**src/rtl/trigger_link_sequencer_pkg.sv**
```systemverilog
// Shared state encoding, default cycle counts and timer sizing for the trigger TX link sequencer.
package trigger_link_pkg;

    typedef enum logic [2:0] {
        IDLE      = 3'd0,
        PLL_RST   = 3'd1,
        WAIT_LOCK = 3'd2,
        GTX_RST   = 3'd3,
        WAIT_DONE = 3'd4,
        TEST_PAT  = 3'd5,
        READY     = 3'd6,
        FAULT     = 3'd7
    } tl_state_e;

    localparam int unsigned DEF_NLINKS         = 4;
    localparam int unsigned DEF_PLLRST_CYCLES  = 16;
    localparam int unsigned DEF_GTXRST_CYCLES  = 32;
    localparam int unsigned DEF_LOCK_TIMEOUT   = 4096;
    localparam int unsigned DEF_TESTPAT_CYCLES = 1024;
    localparam int unsigned DEF_RETRY_MAX      = 15;

    // Enough bits to count up to the largest cycle parameter minus one.
    function automatic int unsigned timer_width(input int unsigned a, input int unsigned b,
                                                input int unsigned c, input int unsigned d);
        int unsigned m;
        m = a;
        if (b > m) m = b;
        if (c > m) m = c;
        if (d > m) m = d;
        return (m <= 2) ? 1 : $clog2(m);
    endfunction

endpackage

```
**src/rtl/trigger_link_sequencer_sync.sv**
```systemverilog
// NLINKS-wide two-flop synchroniser for the asynchronous GTX status bits.
module link_status_sync #(
    parameter int unsigned W = 4
) (
    input  logic         clk,
    input  logic         rst_n,
    input  logic [W-1:0] async_in,
    output logic [W-1:0] sync_out
);

    logic [W-1:0] meta_q;
    logic [W-1:0] sync_q;

    always_ff @(posedge clk or negedge rst_n) begin
        if (!rst_n) begin
            meta_q <= '0;
            sync_q <= '0;
        end else begin
            meta_q <= async_in;
            sync_q <= meta_q;
        end
    end

    assign sync_out = sync_q;

endmodule

```
**src/rtl/trigger_link_sequencer.sv**
```systemverilog
// Power-up / recovery sequencer for the GTX trigger TX links (PLL reset, GTX reset, test pattern).
// Optional lock-loss counter output loss_cnt enabled by defining TRIG_LINK_LOSS_CNT_EN.
module trigger_link_sequencer
    import trigger_link_pkg::*;
#(
    parameter int unsigned NLINKS         = DEF_NLINKS,
    parameter int unsigned PLLRST_CYCLES  = DEF_PLLRST_CYCLES,
    parameter int unsigned GTXRST_CYCLES  = DEF_GTXRST_CYCLES,
    parameter int unsigned LOCK_TIMEOUT   = DEF_LOCK_TIMEOUT,
    parameter int unsigned TESTPAT_CYCLES = DEF_TESTPAT_CYCLES,
    parameter int unsigned RETRY_MAX      = DEF_RETRY_MAX
) (
    input  logic              clk_40,
    input  logic              reset,
    input  logic              enable,
    input  logic              force_reset,
    input  logic [NLINKS-1:0] link_mask,
    input  logic [NLINKS-1:0] tx_pll_locked,
    input  logic [NLINKS-1:0] tx_resetdone,
    output logic              txpll_rst,
    output logic              gtx_reset,
    output logic              ena_test_pat,
    output logic              links_ready,
    output logic              fault,
    output logic [2:0]        state,
    output logic [3:0]        retry_cnt
`ifdef TRIG_LINK_LOSS_CNT_EN
    ,
    output logic [15:0]       loss_cnt
`endif
);

    localparam int unsigned TW = timer_width(PLLRST_CYCLES, GTXRST_CYCLES, LOCK_TIMEOUT, TESTPAT_CYCLES);
    localparam logic [TW-1:0] PLL_LAST = TW'(PLLRST_CYCLES - 1);
    localparam logic [TW-1:0] GTX_LAST = TW'(GTXRST_CYCLES - 1);
    localparam logic [TW-1:0] TO_LAST  = TW'(LOCK_TIMEOUT - 1);
    localparam logic [TW-1:0] TP_LAST  = (TESTPAT_CYCLES == 0) ? '0 : TW'(TESTPAT_CYCLES - 1);

    logic [NLINKS-1:0] sync_locked;
    logic [NLINKS-1:0] sync_done;
    logic              lock_ok;
    logic              done_ok;

    link_status_sync #(.W(NLINKS)) u_sync_locked (
        .clk      (clk_40),
        .rst_n    (reset),
        .async_in (tx_pll_locked),
        .sync_out (sync_locked)
    );

    link_status_sync #(.W(NLINKS)) u_sync_done (
        .clk      (clk_40),
        .rst_n    (reset),
        .async_in (tx_resetdone),
        .sync_out (sync_done)
    );

    // Mask is applied after synchronisation so a mask change acts on the very next cycle.
    assign lock_ok = &(sync_locked | link_mask);
    assign done_ok = &(sync_done | link_mask);

    tl_state_e     state_q, state_d;
    logic [TW-1:0] timer_q, timer_d;
    logic [3:0]    retry_q, retry_d;
    logic          restart;
    logic          timeout;
    logic          txpll_rst_q, txpll_rst_d;
    logic          gtx_reset_q, gtx_reset_d;
    logic          ena_test_pat_q, ena_test_pat_d;
    logic          links_ready_q, links_ready_d;
    logic          fault_q, fault_d;

    always_comb begin
        state_d = state_q;
        retry_d = retry_q;
        restart = 1'b0;
        timeout = (timer_q == TO_LAST);

        if (!enable) begin
            state_d = IDLE;
            retry_d = '0;
        end else if (force_reset) begin
            state_d = PLL_RST;
            retry_d = '0;
            restart = 1'b1;
        end else begin
            case (state_q)
                IDLE:      state_d = PLL_RST;
                PLL_RST:   if (timer_q == PLL_LAST) state_d = WAIT_LOCK;
                WAIT_LOCK: begin
                    if (timeout) begin
                        if (retry_q == 4'(RETRY_MAX)) begin
                            state_d = FAULT;
                        end else begin
                            retry_d = retry_q + 4'd1;
                            state_d = PLL_RST;
                        end
                    end else if (lock_ok) begin
                        state_d = GTX_RST;
                    end
                end
                GTX_RST:   if (timer_q == GTX_LAST) state_d = WAIT_DONE;
                WAIT_DONE: begin
                    if (timeout) begin
                        if (retry_q == 4'(RETRY_MAX)) begin
                            state_d = FAULT;
                        end else begin
                            retry_d = retry_q + 4'd1;
                            state_d = PLL_RST;
                        end
                    end else if (done_ok && lock_ok) begin
                        if (TESTPAT_CYCLES == 0) begin
                            state_d = READY;
                            retry_d = '0;
                        end else begin
                            state_d = TEST_PAT;
                        end
                    end
                end
                TEST_PAT: begin
                    if (timer_q == TP_LAST) begin
                        state_d = READY;
                        retry_d = '0;
                    end
                end
                READY:     if (!lock_ok) state_d = PLL_RST;
                FAULT:     state_d = FAULT;
                default:   state_d = IDLE;
            endcase
        end

        // Timer saturates rather than wrapping in states with no exit count.
        if ((state_d != state_q) || restart) begin
            timer_d = '0;
        end else if (timer_q == '1) begin
            timer_d = timer_q;
        end else begin
            timer_d = timer_q + TW'(1);
        end

        txpll_rst_d    = state_d inside {IDLE, PLL_RST, FAULT};
        gtx_reset_d    = state_d inside {IDLE, PLL_RST, WAIT_LOCK, GTX_RST, FAULT};
        ena_test_pat_d = (state_d == TEST_PAT);
        links_ready_d  = (state_d == READY);
        fault_d        = (state_d == FAULT);
    end

    always_ff @(posedge clk_40 or negedge reset) begin
        if (!reset) begin
            state_q        <= IDLE;
            timer_q        <= '0;
            retry_q        <= '0;
            txpll_rst_q    <= 1'b1;
            gtx_reset_q    <= 1'b1;
            ena_test_pat_q <= 1'b0;
            links_ready_q  <= 1'b0;
            fault_q        <= 1'b0;
        end else begin
            state_q        <= state_d;
            timer_q        <= timer_d;
            retry_q        <= retry_d;
            txpll_rst_q    <= txpll_rst_d;
            gtx_reset_q    <= gtx_reset_d;
            ena_test_pat_q <= ena_test_pat_d;
            links_ready_q  <= links_ready_d;
            fault_q        <= fault_d;
        end
    end

    assign txpll_rst    = txpll_rst_q;
    assign gtx_reset    = gtx_reset_q;
    assign ena_test_pat = ena_test_pat_q;
    assign links_ready  = links_ready_q;
    assign fault        = fault_q;
    assign state        = state_q;
    assign retry_cnt    = retry_q;

`ifdef TRIG_LINK_LOSS_CNT_EN
    logic [15:0] loss_q, loss_d;
    logic        lock_loss;

    assign lock_loss = enable && !force_reset && (state_q == READY) && !lock_ok;

    always_comb begin
        loss_d = loss_q;
        if (!enable) begin
            loss_d = '0;
        end else if (lock_loss && (loss_q != '1)) begin
            loss_d = loss_q + 16'd1;
        end
    end

    always_ff @(posedge clk_40 or negedge reset) begin
        if (!reset) begin
            loss_q <= '0;
        end else begin
            loss_q <= loss_d;
        end
    end

    assign loss_cnt = loss_q;
`endif

endmodule
```
**config.mk**
```make
export PLATFORM = sky130hd
export DESIGN_NAME = trigger_link_sequencer
export DESIGN_NICKNAME = d
export VERILOG_FILES = /design/src/rtl/trigger_link_sequencer_pkg.sv /design/src/rtl/trigger_link_sequencer_sync.sv /design/src/rtl/trigger_link_sequencer.sv
export SDC_FILE = /design/constraint.sdc
export NUM_CORES = 1
export LEC_CHECK = 0
export ABC_CLOCK_PERIOD_IN_PS = 3500
export BUFFER_PORTS_ARGS = -buffer_cell sky130_fd_sc_hd__buf_2
export CORE_ASPECT_RATIO = 0.75
export CORE_UTILIZATION = 60
export DETAILED_ROUTE_END_ITERATION = 10
export GPL_TIMING_DRIVEN = 0
export PLACE_DENSITY = 0.8
export SLEW_MARGIN = 20
export SYNTH_ARGS = -nofsm -noshare
export SYNTH_HDL_FRONTEND = slang
export SYNTH_SLANG_ARGS = --single-unit
export TNS_END_PERCENT = 30
```
**constraint.sdc**
```tcl
create_clock -name clk_40 -period 3.5 [get_ports clk_40]
set_clock_uncertainty 0.15 [all_clocks]
set_input_delay 0.525 -clock clk_40 [delete_from_list [all_inputs] [get_ports clk_40]]
set_output_delay 0.525 -clock clk_40 [all_outputs]
set_load 0.01 [all_outputs]
```
# --- After elaboration in Yosys (flattened, before gate mapping) ---
# Cells that the tools add are included.
classes:
  magnitude_cmp: 0
  eq_ne: 24
  multipliers: 0
  n_div: 0
  n_reduce_logical: 10
  n_addsub: 2
  mux: 22
  n_bitwise: 2
  shifts: 0
ops:
  columns: ["op", "count"]
  rows:
  - ["$mux 3", 11]
  - ["$mux 12", 2]
  - ["$pmux 3 s8", 1]
  - ["$eq 3x3->1 const B", 7]
  - ["$mux 4", 5]
  - ["$add 12x1->12 const B", 1]
  - ["$eq 12x10->1 const B", 1]
  - ["$eq 12x12->1 const B", 1]
  - ["$eq 12x4->1 const B", 1]
  - ["$eq 12x5->1 const B", 1]
  - ["$eq 3x2->1 const B", 4]
  - ["$reduce_and 4->1", 3]
  - ["$ne 4x2->1 const B", 2]
  - ["$ne 4x4->1 const B", 2]
  - ["$or 4x4->4", 2]
  - ["$pmux 4 s2", 1]
  - ["$eq 3x1->1 const B", 2]
  - ["$logic_not 3->1", 2]
  - ["$reduce_bool 5->1", 1]
  - ["$add 4x1->4 const B", 1]
  - ["$eq 4x4->1 const B", 1]
  - ["$ne 3x3->1", 1]
  - ["$reduce_bool 3->1", 1]
  - ["$mux 1", 2]
  - ["4 further kinds", 4]
totals:
  romBits: 0
  inputBits: 16
  ff_bits: 40
  ramBits: 0
  memories: 0
  latch_bits: 0
  word_cells: 72
  out_inout_bits: 12

# --- Logic depth before layout (Yosys ltp) ---
# Gate-level depths: netlist of the first run.
logic_depth:
  word_depth: 11
  ltp_mapped: 8

# --- Hierarchy ---
# From an unflattened synthesis of the first run, not the netlist that was laid out.
unflattened:
  hier_cells: 183
  area_unflattened_um2: 1916.8
modules_own_cells:
  columns: ["mod", "area_each_um2", "cells_each", "seq_area_each_um2", "instances"]
  rows:
  - ["trigger_link_sequencer", 1516.5, 167, 603.1, 1]
  - ["link_status_sync", 200.2, 8, 200.2, 2]

# --- Least setup slack after synthesis of the first run ---
# Ideal clock, no wire load.
synth_path:
  path_type: "flip-flop to flip-flop"
  from: "register timer_q[0]"
  to: "register txpll_rst_q, in the netlist txpll_rst"
  path_stages_with_launch: 8
  setup_slack_ns: 1.398
  setup_time_ns: 0.094
  period_less_slack_ns: 2.102
  t_arrival_ns: 1.859
  path_buffers: 0
  path_cell_list: "dfrtp_1 > ha_1 > nand4_2 > nor3_2 > mux2_1 > o2111ai_2 > and2_4 > a21oi_1"
synth_between:
  elab_chain_cells: 7
synth_lines:
  columns: ["item", "line", "rtl"]
  rows:
  - ["from (decl)", "trigger_link_sequencer.sv:63", "logic [TW-1:0] timer_q, timer_d;"]
  - ["from (signal assigned)", "trigger_link_sequencer.sv:160", "timer_q <= timer_d;"]
  - ["$eq 12x10->1 (tied with other cells)", "trigger_link_sequencer.sv:121", "if (timer_q == TP_LAST) begin"]
  - ["$mux 3 (on tied branches)", null, null]
  - ["$pmux 3 s8 (*)", "trigger_link_sequencer.sv:87", "case (state_q)"]
  - ["$mux 3 (*)", "trigger_link_sequencer.sv:82", "end else if (force_reset) begin"]
  - ["$mux 3 (*)", "trigger_link_sequencer.sv:79", "if (!enable) begin"]
  - ["via state_d[1]", "trigger_link_sequencer.sv:62", "tl_state_e state_q, state_d;"]
  - ["$eq 3x1->1 (tied with other cells)", "trigger_link_sequencer.sv:141", "txpll_rst_d = state_d inside {IDLE, PLL_RST, FAULT};"]
  - ["$reduce_bool 3->1 (*)", "trigger_link_sequencer.sv:141", null]
  - ["via txpll_rst_d", "trigger_link_sequencer.sv:67", "logic txpll_rst_q, txpll_rst_d;"]
  - ["to (signal assigned)", "trigger_link_sequencer.sv:162", "txpll_rst_q <= txpll_rst_d;"]
  - ["to (decl)", "trigger_link_sequencer.sv:67", null]
# The timed path passes the listed nets; every way through them passes the cells marked *.
# A chain may end at the register's enable or synchronous reset.

# --- Worst setup path in the final report of the first run ---
# Ends and elaborated chain as after synthesis.

==> metrics.txt, run 1 <==
Fmax achieved 398 MHz; Simple-Gate Fraction of Synth Area 25.4%; Setup CP Type flip-flop to flip-flop; Core Area 3080 um2; Leakage 1.01 nW; post_cts resized 0; final period utilization 71.7%; clk slew on worst S/H paths 0.08 ns; antenna violations before repair 0; Syn Inst Count 185; layout cells sized above 1 31.8%; Worst Hold Class input pin to flip-flop; syn_area_per_cell 11.0 um2; pwr dens 405 nW/um2; post-synthesis mux area share 2.02%; post-layout util 75.8%; synthesized-area fraction occupied by xor and xnor cells 4.72%; vias in the first global route 1,573; initial drt markers 104; largest area contributor in the netlist dfrtp_1; CP Capture Point txpll_rst$_DFF_PN1_; P_int 0.000720 W; Post-synth EDFFs 0; Die Area 3640 um2; DR WL/cell 16.9 um; worst r2r src timer_q[0]$_DFFE_PN0P_; die height 52.5 um; Detail Route Antenna Nets 0; largest family of logic cells by synthesized area simple AND/OR/NAND/NOR gates; fraction of registers with async set/reset 100%; total CTS buffers 5; Pre-Repair DR Iteration Count 4; placed cell count 250; Slew Limit Fails 0; Seq/Total Area, Yosys 49.2%; Switch Pwr 0.000227 W; most frequent cells in the layout 38 x dfrtp_1, 28 x buf_2, 12 x nor2_1; Critical Path Fanout Max 8; Max-Cap Viols 0; Overflow after GRT 0; most common cell after layout, fill and taps aside dfrtp_1; Clock Power Share 40.8%; CTS Root Cell clkbuf_8; CTS Sinks 40; P&R area growth vs syn 14.6%; Setup WS pre-CTS 1.05 ns; fill count 213; DP Wirelength 3110 um; r2r endpoint txpll_rst$_DFF_PN1_; num ports 28; Synth Warn # 0; via count 1,598; register share of total power 51.8%; Hold Buf Count CTS 0; Yosys reg bits 40; IO buf count 27; CTS tree done; Residual DRC 0; Setup WS post-layout 0.990 ns; worst skew pair latency 0.30 ns; nets@finish 237; Max Root-Sink Buffers 2; Net Sw Frac 24.0%; Post-Syn Nets 203; Slew HR 42.4%; initial core utilization 66.2%; Fin Hold WS 0.175 ns; vias per std cell 6.19; Peak VDD IR 320 uV; worst-margin pin slew 0.865 ns; post-CTS setup buffer count 0; ranking of synthesized cells by area dfrtp_1 47%, nor3_2 5.4%, xor2_1 3.0%, dfstp_2 2.6%, nand3_1 2.5%; status complete, no violations; worst reg2reg setup slack 0.99 ns; CP endpoint kind flip-flop; pin count of the biggest net entering global routing 41; Worst setup startpoint timer_q[0]$_DFFE_PN0P_; RSZ-0062 raised after global routing no; critical path arrival 2.57 ns; htree depth 2; combinational share of power 7.4%; Setup violations, final 0; Yosys top cell area share 46.6%; Die Wd 69.3 um; total global-route track usage 27.4%; GP Congestion 0.951; startpoint types flip-flop; setup TNS 0 ns; final wirelength 4350 um; n_diodes 0; worst path required time 3.56 ns; Compound-Gate Fraction of Synth Area 14.3%; Worst R2R Path Depth 7; first-pass GRT wire length 7360 um; post-synthesis cell type count 53; adder-cell share of the synthesized area 1.23%; Finished Layout Cells 258; synthesized cell area 2040 um2; top_reg_cell synth dfrtp_1; Row Count 17; Final Hold Vio Count 0; Final Critical Period 2.51 ns
[metal layers]
layer  global-route usage [%]  wire (um)  share of wire (%)  vias to the layer above
li1                         -          -                  -                      744
met1                     36.3       2010                 46                      794
met2                     42.1       2010                 46                       51
met3                     6.54        249                5.7                        9
met4                     15.3         86                2.0                        0
met5                        0          0                  0                        -
[layout make-up]
| class | instances | area, um2 | area share, % |
|---|---|---|---|
| timing repair buffer | 27 | 135 | 5.78 |
| clock buffer | 5 | 68.8 | 2.94 |
| inverter | 6 | 22.5 | 0.963 |
| tap | 38 | 47.5 | 2.03 |
| multi-input combinational | 133 | 972 | 41.6 |
| buffer | 6 | 42.5 | 1.82 |
| sequential | 40 | 1000 | 42.9 |
| clock inverter | 3 | 46.3 | 1.98 |
[kinds of logic after synthesis]
kind of cell | after synthesis
AOI/OAI and AO/OA | 39
xor gates and xnor gates | 11
adders and majority gates | 2
buffers and inverters | 12
DFF | 40
muxes | 4
and+or+nand+nor | 77
[registers in the layout, indices dropped and copies added (netlist names)]
name / cells
timer_q: 12
txpll_rst: 1
u_sync_done.sync_out: 4
fault: 1
u_sync_locked.sync_out: 4
u_sync_done.meta_q: 4
links_ready: 1
gtx_reset: 1
u_sync_locked.meta_q: 4
state: 3
retry_cnt: 4
ena_test_pat: 1
[Yosys cell counts (all sizes together) (4+ instances only)]
| cell type | instances |
|---|---|
| o22ai | 4 |
| o21ai | 10 |
| a21oi | 7 |
| buf | 4 |
| inv | 6 |
| nor4 | 4 |
| nand2 | 9 |
| nor2 | 12 |
| nand2b | 6 |
| dfrtp | 38 |
| nand3 | 11 |
| nor3 | 17 |
| xnor2 | 4 |
| xor2 | 7 |
| nand4 | 5 |
[worst min-delay path by stage]
stage	startpoint	to	slack, ns	cells past startpoint
6_report	tx_pll_locked[2]	u_sync_locked.meta_q[2]$_DFF_PN0_	0.17	1
5_1_grt	tx_resetdone[0]	u_sync_done.meta_q[0]$_DFF_PN0_	0.17	1
4_1_cts	tx_pll_locked[2]	u_sync_locked.meta_q[2]$_DFF_PN0_	0.17	1
3_5_place_dp	u_sync_locked.meta_q[1]$_DFF_PN0_	u_sync_locked.sync_out[1]$_DFF_PN0_	0.19	0
3_3_place_gp	u_sync_locked.meta_q[3]$_DFF_PN0_	u_sync_locked.sync_out[3]$_DFF_PN0_	0.18	0
2_1_floorplan	reset	ena_test_pat$_DFF_PN0_	0.08	0
[power groups by stage]
stage          clock, W  sequential [W]  combinational (W)
6_report       0.000386        0.000490          0.0000699
5_1_grt        0.000410        0.000492          0.0000787
4_1_cts        0.000391        0.000490          0.0000709
3_5_place_dp          0        0.000499          0.0000704
3_3_place_gp          0        0.000497          0.0000668
2_1_floorplan         0        0.000497          0.0000405
[worst max-delay path, cell delays in order, from the launching register on]
cell and delay (ns):
dfrtp_1 0.40, ha_1 0.25, nand4_2 0.28, nor3_2 0.43, mux2_1 0.38, o2111ai_2 0.28, and2_4 0.21, a21oi_1 0.05
[through the flow]
step	total power [W]	area, um2
after CTS	0.000951	2340
after global placement	0.000564	2220
after global routing	0.000981	2340
final	0.000946	2340
after detailed placement	0.000569	2220
after floorplan	0.000537	2040
Power figures use the tool's default switching activity.
==> run 2: changes to the inputs <==
ABC_AREA = 1   (was not set)
ABC_CLOCK_PERIOD_IN_PS = 2000   (was 3500)
CORE_UTILIZATION = 51   (was 60)
PLACE_DENSITY = 0.72   (was 0.8)
clock period = 2 ns   (was 3.5 ns; I/O delays follow)
==> run 2 against run 1 <==
The flow now finishes with violations (setup timing). Sequential power up 74%. Cell count up 45%. Global-route usage down 3.2 points. Combinational power rose to 3.1 times the previous value. Clock power up 41%. Area after synthesis up 0.37%. Worst hold slack better by 0.025 ns. Utilization down 1.0 points. First-iteration DRC count up 13%. Fmax up 16%. Total power up 71%. Critical path type unchanged. Largest cell class is now multi-input gates.
==> metrics.txt, run 2 <==
worst-margin pin slew 0.862 ns (-0.00316 ns); initial drt markers 118 (+13%); Final Critical Period 2.17 ns (-0.338 ns); critical path arrival 2.25 ns (-0.32 ns); Overflow after GRT 0 (unchanged); Post-synth EDFFs 0 (unchanged); RSZ-0062 raised after global routing yes; Finished Layout Cells 373 (+45%); n_diodes 0 (unchanged); antenna violations before repair 0 (unchanged); Residual DRC 0 (unchanged); Pre-Repair DR Iteration Count 5 (+1); num ports 28 (unchanged); final wirelength 4520 um (+4.0%); DR WL/cell 12.1 um (-28%); worst reg2reg setup slack -0.17 ns (-1.16 ns); failing checks setup timing; syn_area_per_cell 8.03 um2 (-27%); most flop-heavy register timer_q; total CTS buffers 5 (unchanged); Seq/Total Area, Yosys 49.0% (-0.18 points); Slew HR 42.6% (+0.21 points); Peak VDD IR 544 uV (+70%); DP Wirelength 2900 um (-6.9%); r2r endpoint timer_q[3]$_DFFE_PN0P_; total global-route track usage 24.2% (-3.2 points); startpoint types flip-flop; clk slew on worst S/H paths 0.07 ns (about the same); WHS Endpoint u_sync_done.sync_out[1]$_DFF_PN0_; Die Wd 75.2 um (+8.4%); Leakage 1.42 nW (+40%); vias in the first global route 1,640 (+4.3%); post-layout util 74.8% (-1.0 points); largest area contributor in the netlist dfrtp_1; Detail Route Antenna Nets 0 (unchanged); hold path start u_sync_done.meta_q[1]$_DFF_PN0_; status complete, but fails checks; Die Area 4280 um2 (+17%); top_reg_cell synth dfrtp_1; ranking of synthesized cells by area dfrtp_1 46%, nand2_1 10%, nor2_1 7.1%, inv_1 6.6%, nand3_1 5.4%; pin count of the biggest net entering global routing 41 (unchanged); Synth Warn # 0 (unchanged); layout cells sized above 1 35.5% (+3.7 points); Final Hold Vio Count 0 (unchanged); IO buf count 27 (unchanged); most frequent cells in the layout 46 x nand2_1, 38 x dfrtp_1, 34 x nor2_1; CP endpoint kind flip-flop; initial core utilization 54.5% (-12 points); die height 56.9 um (+8.3%); Max-Cap Viols 0 (unchanged); first-pass GRT wire length 7540 um (+2.5%); max incr delay on CP 0.39 ns (-0.04 ns); Setup violations, final 14 (+14); CP most frequent cell nand2_2; Post-synth top cells 55 x nand2_1, 39 x nor2_1, 38 x dfrtp_1; post-synthesis cell type count 27 (-49%); pwr dens 575 nW/um2 (+42%); Slew Limit Fails 0 (unchanged); worst path required time 2.08 ns (-1.48 ns); fraction of registers with async set/reset 100% (unchanged); most common cell after layout, fill and taps aside nand2_1; Yosys top cell area share 46.4% (-0.17 points); final period utilization 109% (+37 points); CTS Sinks 40 (unchanged); via count 1,762 (+10%); Worst Hold Class flip-flop to flip-flop; placed cell count 334 (+34%); CTS tree done; GP Congestion 0.833 (-12%); Row Count 19 (+2); Fmax achieved 461 MHz (+16%); htree depth 2 (unchanged); Setup CP Type flip-flop to flip-flop; most common cell in the netlist nand2_1; P&R area growth vs syn 37.1%; Crit-path slowest cell dfrtp_1; critical-path cell list ha_4 > nand2_4 > nor2_4 > nand3b_1 > nand2_1 > nand2_1 > nor2_1 > nand3_2 > nand2_2 > nand2_2 > nand2_2 > nand3_4 > buf_12 > nor2_4; CTS Root Cell clkbuf_8; Post-Syn Nets 273 (+34%); Max Root-Sink Buffers 2 (unchanged); Yosys reg bits 40 (unchanged); Setup WS post-layout -0.171 ns (-1.16 ns); cell depth of the worst hold path 0 (-1); worst skew pair latency 0.29 ns (about the same); Critical Path Fanout Max 5 (-3); nets@finish 338 (+43%); Core Area 3760 um2 (+22%); max reg flops 12 (unchanged); Syn Inst Count 255 (+38%); vias per std cell 4.72 (-24%); Worst R2R Path Depth 14 (+7); worst r2r src timer_q[1]$_DFFE_PN0P_; synthesized cell area 2050 um2 (+0.37%)
run 2: cell count changes in the layout (fill, tap and decap cells not counted), sizes merged, moves of 5 or more:
cell         change
nand2           +52
a21oi            -5
dlygate4sd3      +9
buf             +22
inv             +30
nor3            -10
nor2            +41
nand3           +13
nand2b           -6
run 2: cell families after synthesis:
kind of cell             Yosys count  synth area share (%)
AND/OR/NAND/NOR                  147                  33.2
XOR/XNOR                           8                  3.42
multiplexers                       1                 0.489
adder cells (fa/ha/maj)            2                  1.22
buffers and inverters             41                  8.37
AO/OA/AOI/OAI                     16                  4.34
flip-flops                        40                  49.0
run 2: what timing repair did:
item | in CTS | in global routing
cloned | 1 | 0
hold endpoints to repair | 17 | 0
setup buffers | 12 | 9
hold buffers | 9 | 0
gates resized for setup | 17 | 39
setup endpoints to repair | 20 | 23
pin swaps | 11 | 18
run 2: worst max path at each step:
stage | from | end | slack (ns) | cells after the start
after floorplan | timer_q[0]$_DFFE_PN0P_ | timer_q[3]$_DFFE_PN0P_ | 0.002 | 14
after global placement | timer_q[0]$_DFFE_PN0P_ | timer_q[8]$_DFFE_PN0P_ | -0.25 | 14
after detailed placement | timer_q[0]$_DFFE_PN0P_ | timer_q[2]$_DFFE_PN0P_ | -0.30 | 14
after CTS | timer_q[1]$_DFFE_PN0P_ | timer_q[2]$_DFFE_PN0P_ | -0.17 | 14
after global routing | timer_q[0]$_DFFE_PN0P_ | timer_q[6]$_DFFE_PN0P_ | -0.27 | 14
final | timer_q[1]$_DFFE_PN0P_ | timer_q[3]$_DFFE_PN0P_ | -0.17 | 14
run 2: critical path: cells and delay by family (launching register included):
| family | cells | cell delay (ns) |
|---|---|---|
| adders and majority gates | 1 | 0.18 |
| buffers and inverters | 1 | 0.19 |
| DFF | 1 | 0.39 |
| and+or+nand+nor | 12 | 1.23 |
run 2: power breakdown:
| part | switching [W] | internal (W) | leakage [nW] |
|---|---|---|---|
| clock network | 0.000271 | 0.000275 | 0.0510 |
| registers | 0.0000160 | 0.000835 | 0.510 |
| logic | 0.000115 | 0.000103 | 0.856 |
| total | 0.000402 | 0.00121 | 1.42 |
run 2: per-stage QoR:
stage | cell area (um2) | setup slack [ns] | hold WS (ns) | total power, W | setup TNS, ns
3_5_place_dp | 2250 | -0.298 | 0.185 | 0.000997 | -3.84
3_3_place_gp | 2250 | -0.252 | 0.183 | 0.000993 | -3.16
5_1_grt | 2810 | -0.269 | 0.207 | 0.00171 | -3.72
6_report | 2810 | -0.171 | 0.199 | 0.00161 | -1.96
4_1_cts | 2610 | -0.166 | 0.154 | 0.00159 | -2.00
2_1_floorplan | 2050 | 0.00213 | -0.146 | 0.000940 | 0
run 2: area by class of cell:
type / instances / area [um2]
well taps: 52 / 65.1
fillers: 299 / 947
clock buffers: 6 / 82.6
plain buffers: 4 / 50.0
flip-flops and latches: 40 / 1000
clock inverters: 2 / 10.0
multi-input cells: 174 / 1040
inverters: 37 / 144
repair buffers: 58 / 418
run 2: metal layers:
layer  vias up  track usage, %  wire, um
li1        917               -         -
met3         5            5.03       248
met2        40            34.5      2040
met4         0            8.73        52
met1       800            36.2      2180
met5         -               0         0
